==> config.mk <==
export PLATFORM = sky130hd
export DESIGN_NAME = truth_table_scanner
export DESIGN_NICKNAME = d
export VERILOG_FILES = /design/src/rtl/truth_table_scanner_pkg.sv /design/src/rtl/truth_table_scanner_tt_sequencer.sv /design/src/rtl/truth_table_scanner.sv
export SDC_FILE = /design/constraint.sdc
export NUM_CORES = 1
export LEC_CHECK = 0
export ABC_AREA = 1
export CAP_MARGIN = 20
export CORE_MARGIN = 8
export CORE_UTILIZATION = 25
export CTS_BUF_LIST = sky130_fd_sc_hd__clkbuf_2 sky130_fd_sc_hd__clkbuf_4 sky130_fd_sc_hd__clkbuf_8
export CTS_CLUSTER_DIAMETER = 50
export DETAILED_ROUTE_END_ITERATION = 6
export GPL_TIMING_DRIVEN = 0
export PLACE_DENSITY = 0.55
export SYNTH_ARGS = -nofsm -noshare
export SYNTH_HDL_FRONTEND = slang
export SYNTH_HIERARCHICAL = 1
export SYNTH_SLANG_ARGS = --single-unit
export TNS_END_PERCENT = 10
==> constraint.sdc <==
create_clock -name clk -period 2.8 [get_ports clk]
set_input_delay 0.84 -clock clk [delete_from_list [all_inputs] [get_ports clk]]
set_output_delay 0.84 -clock clk [all_outputs]
set_load 0.01 [all_outputs]
==> src/rtl/truth_table_scanner_pkg.sv <==
// Shared definitions for the truth-table scanner: FSM encoding, default sizes
// and the golden tables of the fxyz function set (bit i = output at {x,y,z}==i).
package truth_table_scanner_pkg;

  localparam int N_FUNCS_DEF = 5;
  localparam int N_IN_DEF    = 3;
  localparam int TT_DEF      = 1 << N_IN_DEF;

  typedef enum logic [2:0] {
    S_IDLE   = 3'd0,
    S_DRIVE  = 3'd1,
    S_WAIT   = 3'd2,
    S_SAMPLE = 3'd3,
    S_CHECK  = 3'd4,
    S_DONE   = 3'd5
  } state_t;

  localparam logic [TT_DEF-1:0] FXYZ_A = 8'h04;
  localparam logic [TT_DEF-1:0] FXYZ_B = 8'h80;
  localparam logic [TT_DEF-1:0] FXYZ_C = 8'h45;
  localparam logic [TT_DEF-1:0] FXYZ_D = 8'hA2;
  localparam logic [TT_DEF-1:0] FXYZ_E = 8'hCD;

  localparam logic [N_FUNCS_DEF*TT_DEF-1:0] FXYZ_GOLDEN =
    {FXYZ_E, FXYZ_D, FXYZ_C, FXYZ_B, FXYZ_A};

endpackage

==> src/rtl/truth_table_scanner_tt_sequencer.sv <==
// Input-combination sequencer: walks idx 0..TT-1, drives the xyz bus and times
// the settle interval before each sample.
module tt_sequencer #(
  parameter int N_IN   = 3,
  parameter int SETTLE = 1
) (
  input  logic            clk,
  input  logic            reset,
  input  logic            clear,
  input  logic            drive,
  input  logic            wait_en,
  input  logic            advance,
  output logic [N_IN-1:0] xyz,
  output logic            sample_go,
  output logic            last
);

  localparam int TT = 1 << N_IN;
  localparam int CW = (SETTLE > 0) ? $clog2(SETTLE + 1) : 1;

  // One extra bit keeps the terminal compare free of wrap-around.
  logic [N_IN:0]   idx;
  logic [CW-1:0]   cnt;

  // NOTE: sequential state uses non-blocking assignments so every register
  // samples the pre-edge value of its neighbours, independent of statement order.
  always_ff @(posedge clk) begin
    if (reset) begin
      idx <= '0;
      cnt <= '0;
      xyz <= '0;
    end else begin
      if (clear)        idx <= '0;
      else if (advance) idx <= idx + (N_IN+1)'(1);

      if (drive) begin
        xyz <= idx[N_IN-1:0];
        cnt <= CW'(SETTLE);
      end else if (wait_en) begin
        cnt <= cnt - CW'(1);
      end
    end
  end

  // Asserted on the WAIT cycle whose decrement brings the counter to zero.
  assign sample_go = (SETTLE == 0) || (cnt == CW'(1));
  assign last      = (idx == (N_IN+1)'(TT - 1));

endmodule

==> src/rtl/truth_table_scanner.sv <==
// Self-checking scanner around a combinational function set: sweeps {x,y,z},
// captures one truth table per function and compares it with a golden table.
module truth_table_scanner
  import truth_table_scanner_pkg::*;
#(
  parameter int N_FUNCS = N_FUNCS_DEF,
  parameter int N_IN    = N_IN_DEF,
  parameter int SETTLE  = 1
) (
  input  logic                         clk,
  input  logic                         reset,
  input  logic                         start,
  input  logic [N_FUNCS*(1<<N_IN)-1:0] expected,
  input  logic [N_FUNCS-1:0]           s_in,
  output logic [N_IN-1:0]              xyz,
  output logic                         busy,
  output logic                         done,
  output logic [N_FUNCS*(1<<N_IN)-1:0] table_out,
  output logic [N_FUNCS-1:0]           mismatch,
  output logic                         pass
);

  localparam int TT = 1 << N_IN;

  state_t state, state_next;
  logic   sample_go, last;

  logic [N_FUNCS-1:0][TT-1:0] tables;
  logic [N_FUNCS-1:0][TT-1:0] exp_tables;
  logic [N_FUNCS-1:0]         mis_vec;

  tt_sequencer #(
    .N_IN   (N_IN),
    .SETTLE (SETTLE)
  ) u_seq (
    .clk       (clk),
    .reset     (reset),
    .clear     (state == S_IDLE && start),
    .drive     (state == S_DRIVE),
    .wait_en   (state == S_WAIT),
    .advance   (state == S_SAMPLE && !last),
    .xyz       (xyz),
    .sample_go (sample_go),
    .last      (last)
  );

  always_ff @(posedge clk) begin
    if (reset) state <= S_IDLE;
    else       state <= state_next;
  end

  // NOTE: next state gets a default before the case so no path leaves it
  // unassigned, which would otherwise infer a latch.
  always_comb begin
    state_next = state;
    case (state)
      S_IDLE:   if (start) state_next = S_DRIVE;
      S_DRIVE:  state_next = (SETTLE == 0) ? S_SAMPLE : S_WAIT;
      S_WAIT:   if (sample_go) state_next = S_SAMPLE;
      S_SAMPLE: state_next = last ? S_CHECK : S_DRIVE;
      S_CHECK:  state_next = S_DONE;
      S_DONE:   state_next = S_IDLE;
      default:  state_next = S_IDLE;
    endcase
  end

  assign done       = (state == S_DONE);
  assign exp_tables = expected;
  assign table_out  = tables;

  // Case inequality so an unknown captured bit is reported as a mismatch.
  always_comb begin
    mis_vec = '0;
    for (int f = 0; f < N_FUNCS; f++)
      mis_vec[f] = (tables[f] !== exp_tables[f]);
  end

  // NOTE: the capture tables are reset explicitly because a mid-scan reset
  // must discard any partial table visible on table_out.
  always_ff @(posedge clk) begin
    if (reset) begin
      busy     <= 1'b0;
      tables   <= '0;
      mismatch <= '0;
      pass     <= 1'b0;
    end else begin
      case (state)
        S_IDLE: if (start) begin
          busy   <= 1'b1;
          tables <= '0;
        end
        S_SAMPLE: for (int f = 0; f < N_FUNCS; f++) tables[f][xyz] <= s_in[f];
        S_CHECK: begin
          mismatch <= mis_vec;
          pass     <= ~|mis_vec;
        end
        S_DONE:  busy <= 1'b0;
        default: ;
      endcase
    end
  end

endmodule
### After elaboration in Yosys (flattened, before gate mapping)

Index checks and enable logic that the tools add are counted.

| word-level totals | value |
|---|---|
| input port bits | 48 |
| word-level logic and storage cells | 60 |
| output and inout bits | 51 |
| flip-flop bits (word level) | 58 |

| operators by class | value |
|---|---|
| equality and inequality tests | 13 |
| $lt $le $gt $ge | 2 |
| $add $sub $neg | 2 |
| reductions and logical operators | 14 |
| mux-type cells | 17 |

Operators by type and width:

| operator | count |
|---|---|
| case mux 40 bit (2 select lines) | 1 |
| bitwise mux 8 bit | 5 |
| 2-to-1 mux 40 bit | 1 |
| !== test 8 bit | 5 |
| case mux 3 bit (5 select lines) | 1 |
| 2-to-1 mux 3 bit | 3 |
| equality test 3 x 2 -> 1 bit (second input constant) | 2 |
| equality test 3 bit (second input constant) | 2 |
| AND reduction 2 bit | 3 |
| nonzero test 2 bit | 3 |
| OR reduction 5 bit | 1 |
| adder 4 x 1 -> 4 bit (second input constant) | 1 |
| equality test 4 x 3 -> 1 bit (second input constant) | 1 |
| less-than comparator 3 x 4 -> 1 bit (second input constant) | 1 |
| 2-to-1 mux 1 bit | 4 |
| != test 2 bit (second input constant) | 2 |
| demux 1 bit (select 3 bit) | 1 |
| equality test 3 x 1 -> 1 bit (second input constant) | 1 |
| >= comparator 3 x 1 -> 1 bit (second input constant) | 1 |
| logical AND 1 bit | 3 |
| logical NOT 3 bit | 1 |
| logical NOT 1 bit | 2 |
| case mux 1 bit (2 select lines) | 1 |
| OR reduction 2 bit | 1 |
| subtractor 1 bit (second input constant) | 1 |

### Depth between registers and ports, before layout

Gate-level depths: netlist of run 1.

| depth | value |
|---|---|
| depth in word-level cells | 6 |
| depth in mapped cells | 10 |
| mapped depth without buffers | 10 |

### By module

Netlist of run 1, hierarchy kept.

By module, submodules not included:

| module | instances | area an instance (µm²) | sequential area each (µm²) | cells an instance |
|---|---|---|---|---|
| truth_table_scanner | 1 | 2631.3 | 1001.0 | 401 |
| tt_sequencer | 1 | 322.8 | 160.2 | 45 |

### Worst setup path before layout of run 1

OpenSTA, ideal clock, no wires.

| path | value |
|---|---|
| kind | register to output |
| start point | reg state[0] |
| end point | out done |
| required time | 1.960 ns |
| buffers on the path | 0 |
| slack | 1.152 ns |
| cell stages (with the launch flop) | 3 |
| arrival time | 0.808 ns |
| cell sequence | dfxtp_1 inv_1 nor3_1 |

| between the ends | value |
|---|---|
| longest elaborated chain between the ends | 1 |

RTL lines:

| what | line | RTL |
|---|---|---|
| start: declaration | truth_table_scanner.sv:25 | `state_t state, state_next;` |
| start signal: assignment | truth_table_scanner.sv:49 | `else state <= state_next;` |
| equality test 3 bit | truth_table_scanner.sv:67 | `assign done = (state == S_DONE);` |
| end: declaration | truth_table_scanner.sv:17 | `output logic done,` |

No other way between the ends.

### Worst setup path in the final report of run 1

Ends and elaborated chain as after synthesis.

==> results of run 1 <==
-- state kept, by name (all words and copies together), names as in the netlist --
name             flops
table_out           40
mismatch             5
pass                 1
u_seq/sample_go      1
busy                 1
state                3
u_seq/xyz            3
u_seq/idx            4
-- synth_stat cells (3+ instances only) --
library cell  count  area (um2)
nand2_1         160         601
inv_1            59         221
dfxtp_1          58        1160
nor2_1           47         176
a21oi_1          46         230
xnor2_1          20         175
nor3_1           11        55.1
o21ai_0           8        40.0
o21ai_2           8        70.1
nor2_4            5        56.3
clkbuf_1          4        15.0
nor2_2            4        25.0
nand3_1           3        15.0
-- per-layer routing --
| layer | track usage [%] | vias up | wire [um] |
|---|---|---|---|
| li1 | - | 1603 | - |
| met1 | 15.1 | 1302 | 4440 |
| met2 | 20.1 | 78 | 4450 |
| met3 | 2.98 | 2 | 544 |
| met4 | 3.61 | 0 | 25 |
| met5 | 0 | - | 0 |
-- final timing paths --
kind | startpoint | end | slack, ns | cells past startpoint
worst max-delay path | state[0] | done | 0.23 | 3
worst max register to register | u_seq/xyz[2] | table_out[30] | 0.87 | 5
worst min-delay path | busy | busy | 0.48 | 2
worst min register to register | busy | busy | 0.48 | 2
-- tightest hold or removal path, cell delays in order, from the launching register on --
cell and delay [ns]:
dfxtp_1 0.31, nand2_1 0.06, a21oi_1 0.06
-- power by group through the flow --
| stage | Clock, mW | Combinational (mW) | Sequential, mW |
|---|---|---|---|
| after floorplan | 0 | 0.193 | 0.892 |
| after global placement | 0 | 0.352 | 0.894 |
| after detailed placement | 0 | 0.356 | 0.894 |
| after CTS | 0.881 | 0.359 | 0.876 |
| after global routing | 0.907 | 0.396 | 0.880 |
| final | 0.867 | 0.354 | 0.877 |
-- final cells by class --
type | instances | area share (%)
buffer | 6 | 0.692
clock buffer | 11 | 3.35
clock inverter | 5 | 1.79
inverter | 60 | 5.19
multi-input combinational | 322 | 35.5
sequential | 58 | 26.8
tap | 143 | 4.13
timing repair buffer | 98 | 22.6
-- placed cells by master (no fill, tap or decap), types with 2 or more instances in the layout --
| cell | Yosys | routed |
|---|---|---|
| nand4_1 | 2 | 2 |
| nor2_1 | 47 | 47 |
| clkdlybuf4s50_1 | 0 | 98 |
| nor3_1 | 11 | 11 |
| inv_1 | 59 | 59 |
| nand2_1 | 160 | 160 |
| clkbuf_8 | 0 | 10 |
| dfxtp_1 | 58 | 58 |
| o21ai_0 | 8 | 8 |
| nor2_4 | 5 | 5 |
| o211ai_1 | 2 | 2 |
| nand3_1 | 3 | 3 |
| bufinv_16 | 0 | 2 |
| clkbuf_1 | 4 | 4 |
| clkinv_2 | 0 | 2 |
| xnor2_1 | 20 | 20 |
| a21oi_1 | 46 | 46 |
| o21ai_2 | 8 | 8 |
| nor2_2 | 4 | 4 |
-- cells by family after synthesis --
kind of cell / after synthesis / share of synthesized area, %
AND/OR/NAND/NOR: 234 / 32.8
AO/OA/AOI/OAI: 67 / 12.9
buffers and inverters: 66 / 8.64
flip-flops: 58 / 39.3
XOR/XNOR: 20 / 5.93
adder cells (fa/ha/maj): 1 / 0.423
-- stage by stage --
stage          instances  power (mW)  hold slack (ns)  area, um2  worst slack [ns]
5_1_grt              703        2.18            0.499       4340            0.0962
4_1_cts              703        2.12            0.482       4340             0.182
2_1_floorplan        446        1.09            0.459       2950              1.15
3_5_place_dp         687        1.25            0.463       4110             0.301
6_report             703        2.10            0.482       4340             0.226
3_3_place_gp         687        1.25            0.458       4110             0.277
==> results by group, run 1 <==
Outcome
  – Run status: complete, no violations

Floorplanning
  – Die Y-Extent: between 100 and 150 um
  – Core area: around 11000 um2
  – I/O pin count: between 90 and 100
  – Initial Util: between 20% and 30%
  – Die X: ~120 um
  – Total die area: 15600 um2
  – # rows: 39

STA
  – Least-Margin Pin Slew: around 0.93 ns
  – Max Clock Freq: about 390 MHz
  – Setup TNS: 0 ns
  – Min Tclk post-route: ~2.6 ns
  – Setup Viol. Count Final: 0
  – Clock skew: just over 0.01 ns
  – Slew Limit Fails: 0
  – Slew headroom: 37.6%
  – RSZ-0062 raised after global routing: no
  – Final Cycle Share: between 90 and 100%
  – Fin. Hold Viols: 0

Critical path
  – Worst path cell trace: inv_1 > nor3_1 > clkdlybuf4s50_1
  – Startpoint Class: flip-flop
  – Worst-path maximum fanout: 4
  – CP top delay family: buffers and inverters
  – WP data arrival: around 1.7 ns
  – Critical Path RT: just under 2 ns
  – CP Class: flip-flop to output pin
  – Slowest-stage cell, CP: clkdlybuf4s50_1
  – WP buf/inv: 2
  – Critical Path End Type: output pin
  – CP max stage delay: approximately 0.60 ns

Placement
  – Routability Congestion: a little under 0.8
  – Hpwl dp: 7480 um
  – PortBufs: 98

Finish
  – Register Area: roughly 1200 um2
  – Area taken by multi-input logic gates: 1540 um2
  – Layout cell share with drive strength beyond 1: between 6 and 7%
  – Utilization of the core after routing: between 30% and 40%
  – Fill cells: 1198
  – Nets: ~600
  – Antenna cells: 0
  – Layout area overhead: 46.8%

Power and ir drop
  – Clock power frac: 41.3%
  – Combinational share of power: between 10% and 20%
  – Sequential share of power: between 40% and 50%
  – Switch share: a little over a quarter
  – Cell-internal power: between 1.5 and 2 mW
  – P per Cell Area: approximately 480 nW/um2
  – Sw power: ~0.57 mW
  – Cell leakage power: between 1.5 and 2 nW
  – Max IR drop VDD: roughly 0.27 mV

Clock tree
  – Worst-path clk slew: approximately 0.070 ns
  – CTS H-tree depth: 3
  – CTS tree: built
  – CTS Sinks: 58
  – Hold-fix buffers at CTS: 0
  – Clk Latency, worst-skew pair: 0.34 ns
  – Root Buffer: clkbuf_8
  – Setup repair bufs after CTS: 0
  – Max Root-Sink Buffers: 2
  – TritonCTS buffer count: 9
  – CTS resizes: 0

Synthesis
  – Post-synthesis sequential area ratio: between 30% and 40%
  – Average cell area after synthesis: roughly 6.6 um2
  – Synth warnings: 6
  – Top_reg_cell synth: dfxtp_1
  – Post-synth cell types: 24
  – Syn nets: about 500
  – Ys async rst share: 0%
  – Post-synth EDFFs: 0
  – Post-synthesis cell area: about 3000 um2
  – Yosys reg bits: slightly below 60
  – Cell count after synthesis: 446

Routing
  – Final WL: roughly 9500 um
  – Residual DRC: 0
  – Detailed Routing Iterations Pass 1: 5
  – DR vias: 2985
  – Initial DRC Count: between 100 and 150
  – WL/cell: between 10 and 15 um
  – Post-DRT Antenna Nets: 0
  – Vias/cell: about 4.2

Global route
  – Vias in the first global route: 2907
  – Initial antenna violation count: 0
  – Total gr overflow: 0
  – First-pass GRT wire length: ~15000 um
  – Total GRT Usage: between 10% and 20%
  – Pin count of the biggest net entering global routing: 11

Job
  – Max Cap Viol: 0

Min path
  – HP Class: flip-flop to flip-flop
No activity file was read; power rests on OpenSTA's default activity.
==> inputs of run 2 (changes only) <==
--- a/config.mk
+++ b/config.mk
@@ -13,7 +13,7 @@
 export CTS_CLUSTER_DIAMETER = 50
 export DETAILED_ROUTE_END_ITERATION = 6
 export GPL_TIMING_DRIVEN = 0
-export PLACE_DENSITY = 0.55
+export PLACE_DENSITY = 0.57
 export SYNTH_ARGS = -nofsm -noshare
 export SYNTH_HDL_FRONTEND = slang
 export SYNTH_HIERARCHICAL = 1
==> constraint.sdc (replaced) <==
create_clock -name clk -period 2.2 [get_ports clk]
set_input_delay 0.66 -clock clk [delete_from_list [all_inputs] [get_ports clk]]
set_output_delay 0.66 -clock clk [all_outputs]
set_load 0.01 [all_outputs]
==> run 2 against run 1 <==
Compared with the run above: register-to-register slack worse by 0.50 ns; sequential power increased by 28%; clock skew increased by 0.0023 ns; largest power group unchanged; critical endpoint is now xyz[0]; setup slack worse by 0.11 ns; clock power rose by 27%; die area unchanged; cell count unchanged; critical path depth shrank 2; design area about the same; via count is 2.2% higher; worst hold slack got worse by 0.0024 ns; highest routed layer unchanged; combinational power up 27%.
==> results by group, run 2 (synthesis results as in run 1) <==
Outcome
  – Run status: complete, no violations

Finish
  – Commonest cells after routing, fill and taps aside: nand2_1 (160), clkdlybuf4s50_1 (97), inv_1 (59)
  – Flip-flop count of the largest register after layout: 40 (unchanged)
  – Layout area overhead: 46.9% (about the same)
  – Layout cell share with drive strength beyond 1: 6.79% (+0.18 points)
  – Commonest non-fill, non-tap cell in the layout: nand2_1
  – Antenna cells: 0 (unchanged)
  – Nets: 604 (unchanged)
  – Cell Count, Final, Fillers Out: 703 (unchanged)

STA
  – Setup TNS: 0 ns (unchanged)
  – Clock skew: 0.0125 ns (+0.00225 ns)
  – Least-Margin Pin Slew: 0.856 ns (-0.0721 ns)
  – RSZ-0062 raised after global routing: no
  – Final Cycle Share: 94.8%
  – Fin. Hold Viols: 0 (unchanged)
  – Slew Limit Fails: 0 (unchanged)
  – Max Clock Freq: approximately 480 MHz
  – Setup Viol. Count Final: 0 (unchanged)
  – Min Tclk post-route: approximately 2.1 ns
  – Slew headroom: 42.5% (+4.8 points)

Routing
  – DR vias: 3052 (+2.2%)
  – Detailed Routing Iterations Pass 1: 4 (-1)
  – WL/cell: 13.4 um (-0.35%)
  – Post-DRT Antenna Nets: 0 (unchanged)
  – Initial DRC Count: 115 (-4.2%)
  – Vias/cell: 4.34 (+2.2%)
  – Final WL: 9420 um (-0.35%)
  – Residual DRC: 0 (unchanged)

Floorplanning
  – I/O pin count: 99 (unchanged)
  – # rows: 39 (unchanged)
  – Die X: 125 um (unchanged)
  – Die Y-Extent: 125 um (unchanged)
  – Core area: 11500 um2 (unchanged)
  – Total die area: 15600 um2 (unchanged)
  – Initial Util: 25.8% (unchanged)

Job
  – Max Cap Viol: 0 (unchanged)

Global route
  – Vias in the first global route: 2967 (+2.1%)
  – Total gr overflow: 0 (unchanged)
  – Total GRT Usage: 12.1% (-0.016 points)
  – Pin count of the biggest net entering global routing: 11 (unchanged)
  – Initial antenna violation count: 0 (unchanged)
  – First-pass GRT wire length: 15300 um (-0.50%)

Clock tree
  – Max Root-Sink Buffers: 2 (unchanged)
  – CTS tree: built
  – Hold-fix buffers at CTS: 0 (unchanged)
  – Root Buffer: clkbuf_8
  – TritonCTS buffer count: 9 (unchanged)
  – CTS H-tree depth: 3 (unchanged)
  – Clk Latency, worst-skew pair: 0.34 ns (about the same)
  – CTS Sinks: 58 (unchanged)
  – Worst-path clk slew: 0.06 ns (about the same)

Power and ir drop
  – Max IR drop VDD: 0.377 mV (+41%)
  – P per Cell Area: 615 nW/um2 (+27%)
  – Total power: 2.67 mW (+27%)
  – Cell leakage power: 1.66 nW (+0.32%)

Critical path
  – Worst path cell trace: clkdlybuf4s50_1
  – Critical Path RT: 1.54 ns (-0.42 ns)
  – CP max stage delay: 0.60 ns (about the same)
  – Slowest-stage cell, CP: clkdlybuf4s50_1
  – CP Class: flip-flop to output pin
  – Worst-path maximum fanout: 7 (+3)
  – WP buf/inv: 1 (-1)
  – Startpoint Class: flip-flop
  – WP data arrival: 1.43 ns (-0.30 ns)
  – CP top delay family: buffers and inverters
  – Critical Path End Type: output pin

Placement
  – Routability Congestion: 0.778 (-1.2%)
  – Hpwl dp: 7450 um (-0.37%)
  – PortBufs: 98 (unchanged)
  – Dpl cells: 687 (unchanged)

Min path
  – HP Class: flip-flop to flip-flop
[run 2: changes by cell type in the layout (fill, tap and decap cells not counted)]
| cell | change |
|---|---|
| dlygate4sd2_1 | +1 |
| nor3_2 | +1 |
| nor3_1 | -1 |
| clkdlybuf4s50_1 | -1 |
[run 2: routing by layer]
| metal | GRT usage, % | part of all wire, % |
|---|---|---|
| met1 | 14.5 | 44 |
| met5 | 0 | 0 |
| met3 | 4.13 | 8.5 |
| met2 | 19.6 | 46 |
| met4 | 4.32 | 1.6 |
[run 2: layout make-up]
cell class | instances | area, um2
well taps | 143 | 179
fillers | 1212 | 7130
flip-flops and latches | 58 | 1160
inverters | 60 | 225
multi-input cells | 322 | 1540
plain buffers | 6 | 30.0
clock inverters | 5 | 77.6
clock buffers | 11 | 145
repair buffers | 98 | 980
[run 2: worst reg2reg max path, delay by kind of cell, from the launching register on]
kind,cells,cell delay [ns]
DFF,1,0.49
and+or+nand+nor,2,0.79
buffers and inverters,1,0.14
AOI/OAI and AO/OA,2,0.29
[run 2: report_power, final]
part / leakage (nW) / switching [mW] / internal [mW] / total, mW
Sequential: 0.468 / 0.0407 / 1.08 / 1.12
Clock: 0.113 / 0.423 / 0.677 / 1.10
Combinational: 1.08 / 0.261 / 0.189 / 0.450
Total: 1.66 / 0.725 / 1.94 / 2.67
[run 2: stage by stage]
| stage | setup WS [ns] | instance area (um2) | utilization (%) | hold slack (ns) |
|---|---|---|---|---|
| 2_1_floorplan | 0.732 | 2950 | - | 0.459 |
| 3_3_place_gp | -0.138 | 4110 | 35.9 | 0.458 |
| 3_5_place_dp | -0.125 | 4110 | 35.9 | 0.462 |
| 4_1_cts | 0.0827 | 4340 | 37.8 | 0.481 |
| 5_1_grt | 0.0533 | 4340 | 37.9 | 0.492 |
| 6_report | 0.114 | 4340 | 37.9 | 0.480 |
[run 2: path summary, 6_finish.rpt]
path                            cells after the start  slack (ns)            to          from
worst max-delay path                                1        0.11        xyz[0]  u_seq/xyz[0]
worst max register to register                      5        0.37  table_out[2]  u_seq/xyz[1]
worst min-delay path                                2        0.48          pass          pass
worst min register to register                      2        0.48          pass          pass
[run 2: timing repair]
item | in CTS | in global routing
gates cloned | 0 | 0
endpoints found under the setup margin | 1 | 1
setup buffers | 0 | 0
resized for setup | 1 | 1
==> inputs of run 3 (changes only) <==
--- a/config.mk
+++ b/config.mk
@@ -7,13 +7,16 @@
 export LEC_CHECK = 0
 export ABC_AREA = 1
 export CAP_MARGIN = 20
+export CELL_PAD_IN_SITES_DETAIL_PLACEMENT = 1
+export CELL_PAD_IN_SITES_GLOBAL_PLACEMENT = 2
+export CORE_ASPECT_RATIO = 0.9
 export CORE_MARGIN = 8
-export CORE_UTILIZATION = 25
+export CORE_UTILIZATION = 22
 export CTS_BUF_LIST = sky130_fd_sc_hd__clkbuf_2 sky130_fd_sc_hd__clkbuf_4 sky130_fd_sc_hd__clkbuf_8
 export CTS_CLUSTER_DIAMETER = 50
 export DETAILED_ROUTE_END_ITERATION = 6
 export GPL_TIMING_DRIVEN = 0
-export PLACE_DENSITY = 0.57
+export PLACE_DENSITY = 0.84
 export SYNTH_ARGS = -nofsm -noshare
 export SYNTH_HDL_FRONTEND = slang
 export SYNTH_HIERARCHICAL = 1
==> run 3 against run 2 <==
Compared with the run above: maximum frequency fell by 1.1%; clock skew fell by 0.0057 ns; worst hold slack improved by 0.00061 ns; clock power fell by 11%; core utilization fell by 5.0 points; sequential power barely moved; first-iteration DRC count fell by 21%; largest power group unchanged.
==> results by group, run 3 (synthesis results as in run 1) <==
Critical path
  – Critical Path RT: 1.54 ns (about the same)
  – Slowest-stage cell, CP: clkdlybuf4s50_1
  – WP data arrival: 1.45 ns (+0.02 ns)
  – CP top delay family: buffers and inverters
  – CP max stage delay: 0.61 ns (about the same)
  – CP Class: flip-flop to output pin
  – Worst-path maximum fanout: 7 (unchanged)
  – Worst path cell trace: clkdlybuf4s50_1
  – Startpoint Class: flip-flop
  – WP buf/inv: 1 (unchanged)
  – Critical Path End Type: output pin

STA
  – Slew Limit Fails: 0 (unchanged)
  – Least-Margin Pin Slew: 0.883 ns (+0.0273 ns)
  – RSZ-0062 raised after global routing: no
  – Max Clock Freq: 474 MHz (-1.1%)
  – Clock skew: 0.00685 ns (-0.00570 ns)
  – Slew headroom: 40.7% (-1.8 points)
  – Setup Viol. Count Final: 0 (unchanged)
  – Min Tclk post-route: 2.11 ns (+0.0237 ns)
  – Fin. Hold Viols: 0 (unchanged)
  – Final Cycle Share: 95.9% (+1.1 points)

Clock tree
  – Max Root-Sink Buffers: 2 (unchanged)
  – Clk Latency, worst-skew pair: 0.34 ns (about the same)
  – TritonCTS buffer count: 9 (unchanged)
  – Worst-path clk slew: 0.07 ns (about the same)
  – CTS tree: built
  – CTS Sinks: 58 (unchanged)
  – Root Buffer: clkbuf_8
  – CTS H-tree depth: 3 (unchanged)

Floorplanning
  – I/O pin count: 99 (unchanged)
  – Die Y-Extent: 126 um (+0.99%)
  – # rows: 40 (+2.6%)
  – Total die area: 17400 um2 (+12%)
  – Initial Util: 22.4% (-3.4 points)
  – Core area: 13200 um2 (+15%)
  – Die X: 138 um (+11%)

Placement
  – Routability Congestion: 0.741 (-4.7%)
  – Hpwl dp: 8660 um (+16%)
  – PortBufs: 98 (unchanged)
  – Dpl cells: 712 (+3.6%)

Routing
  – Post-DRT Antenna Nets: 0 (unchanged)
  – Met2 routed WL: 5210 um (+21%)
  – Residual DRC: 0 (unchanged)
  – Vias/cell: 4.34 (about the same)
  – DR vias: 3156 (+3.4%)
  – Metal-1 WL: 4990 um (+20%)
  – Detailed Routing Iterations Pass 1: 4 (unchanged)
  – Initial DRC Count: 91 (-21%)
  – Final WL: 10800 um (+14%)
  – Uppermost layer routed: met4
  – Met3 WL: 480 um (-40%)
  – WL/cell: 14.8 um (+11%)

Global route
  – Total gr overflow: 0 (unchanged)
  – Initial antenna violation count: 0 (unchanged)
  – Vias in the first global route: 3322 (+12%)
  – Total GRT Usage: 12.4% (+0.35 points)
  – Pin count of the biggest net entering global routing: 11 (unchanged)
  – First-pass GRT wire length: 17500 um (+15%)

Finish
  – Layout area overhead: 47.0% (about the same)
  – Nets: 604 (unchanged)
  – Commonest non-fill, non-tap cell in the layout: nand2_1
  – Antenna cells: 0 (unchanged)
  – Register Area: 1160 um2 (+0.11%)
  – Cell Count, Final, Fillers Out: 727 (+3.4%)
  – Commonest cells after routing, fill and taps aside: nand2_1 (160), clkdlybuf4s50_1 (97), inv_1 (59)
  – Flip-flop count of the largest register after layout: 40 (unchanged)
  – Layout cell share with drive strength beyond 1: 6.80% (+0.012 points)
  – Fill cells: 1635 (+35%)
  – Area taken by multi-input logic gates: 1540 um2 (unchanged)

Min path
  – HP Class: flip-flop to flip-flop

Job
  – Max Cap Viol: 0 (unchanged)

Power and ir drop
  – Cell leakage power: 1.65 nW (-1.1%)
  – Total power: 2.56 mW (-4.1%)
  – Cell-internal power: 1.81 mW (-6.9%)
  – Switch share: 29.3% (+2.1 points)
  – Sw power: 0.750 mW (+3.4%)
  – Sequential share of power: 43.8% (+1.9 points)
  – Combinational share of power: 18.2% (+1.3 points)
  – Clock power frac: 38.1% (-3.2 points)
  – P per Cell Area: 589 nW/um2 (-4.2%)
  – Max IR drop VDD: 0.252 mV (-33%)

Outcome
  – Run status: complete, no violations
## run 3: changes by cell type in the layout (fill, tap and decap cells not counted), sizes merged
cell      delta
clkinvlp     +1
bufinv       -1
clkbuf       -1
## run 3: final cells by class
class	instances	area share, %
multi-input cells	322	35.5
flip-flops and latches	58	26.8
repair buffers	98	22.6
inverters	60	5.19
well taps	168	4.84
clock buffers	10	3.17
clock inverters	5	1.27
plain buffers	6	0.691
## run 3: worst paths after layout
path,from,to,slack [ns],cells past startpoint
worst max-delay path,u_seq/xyz[1],xyz[1],0.09,1
worst min-delay path,busy,busy,0.48,2
worst max register to register,u_seq/xyz[2],table_out[38],0.29,5
worst min register to register,busy,busy,0.48,2
## run 3: power groups by stage
| stage | clock (mW) | combinational [mW] | sequential, mW |
|---|---|---|---|
| CTS | 1.00 | 0.469 | 1.12 |
| global route | 1.05 | 0.517 | 1.12 |
| detailed placement | 0 | 0.465 | 1.14 |
| global placement | 0 | 0.453 | 1.14 |
| finish | 0.974 | 0.465 | 1.12 |
| floorplan | 0 | 0.246 | 1.14 |
## run 3: timing repair
item,4_1_cts,5_1_grt
resized for setup,3,0
hold buffers,0,0
setup endpoints to repair,1,0
hold endpoints to repair,0,0
buffers inserted,0,0
## run 3: layer usage
metal | up-vias | global-route usage, %
li1 | 1598 | -
met1 | 1488 | 14.6
met2 | 59 | 21.7
met3 | 11 | 3.68
met4 | 0 | 3.07
met5 | - | 0
## run 3: worst min-delay path: cells and delay by family (launching register included)
kind / cells / cell delay (ns)
AND/OR/NAND/NOR: 1 / 0.07
AO/OA/AOI/OAI: 1 / 0.06
flip-flops: 1 / 0.31
## run 3: per-stage QoR
stage               util [%]  setup slack (ns)  hold WS (ns)  setup TNS [ns]  area (um2)
finish                  32.9            0.0904         0.481               0        4340
global route            32.9            0.0205         0.502               0        4340
CTS                     32.9            0.0821         0.484               0        4340
detailed placement      31.4            -0.200         0.469           -3.04        4150
global placement        31.4            -0.196         0.457           -2.92        4150
floorplan                  -             0.732         0.459               0        2950
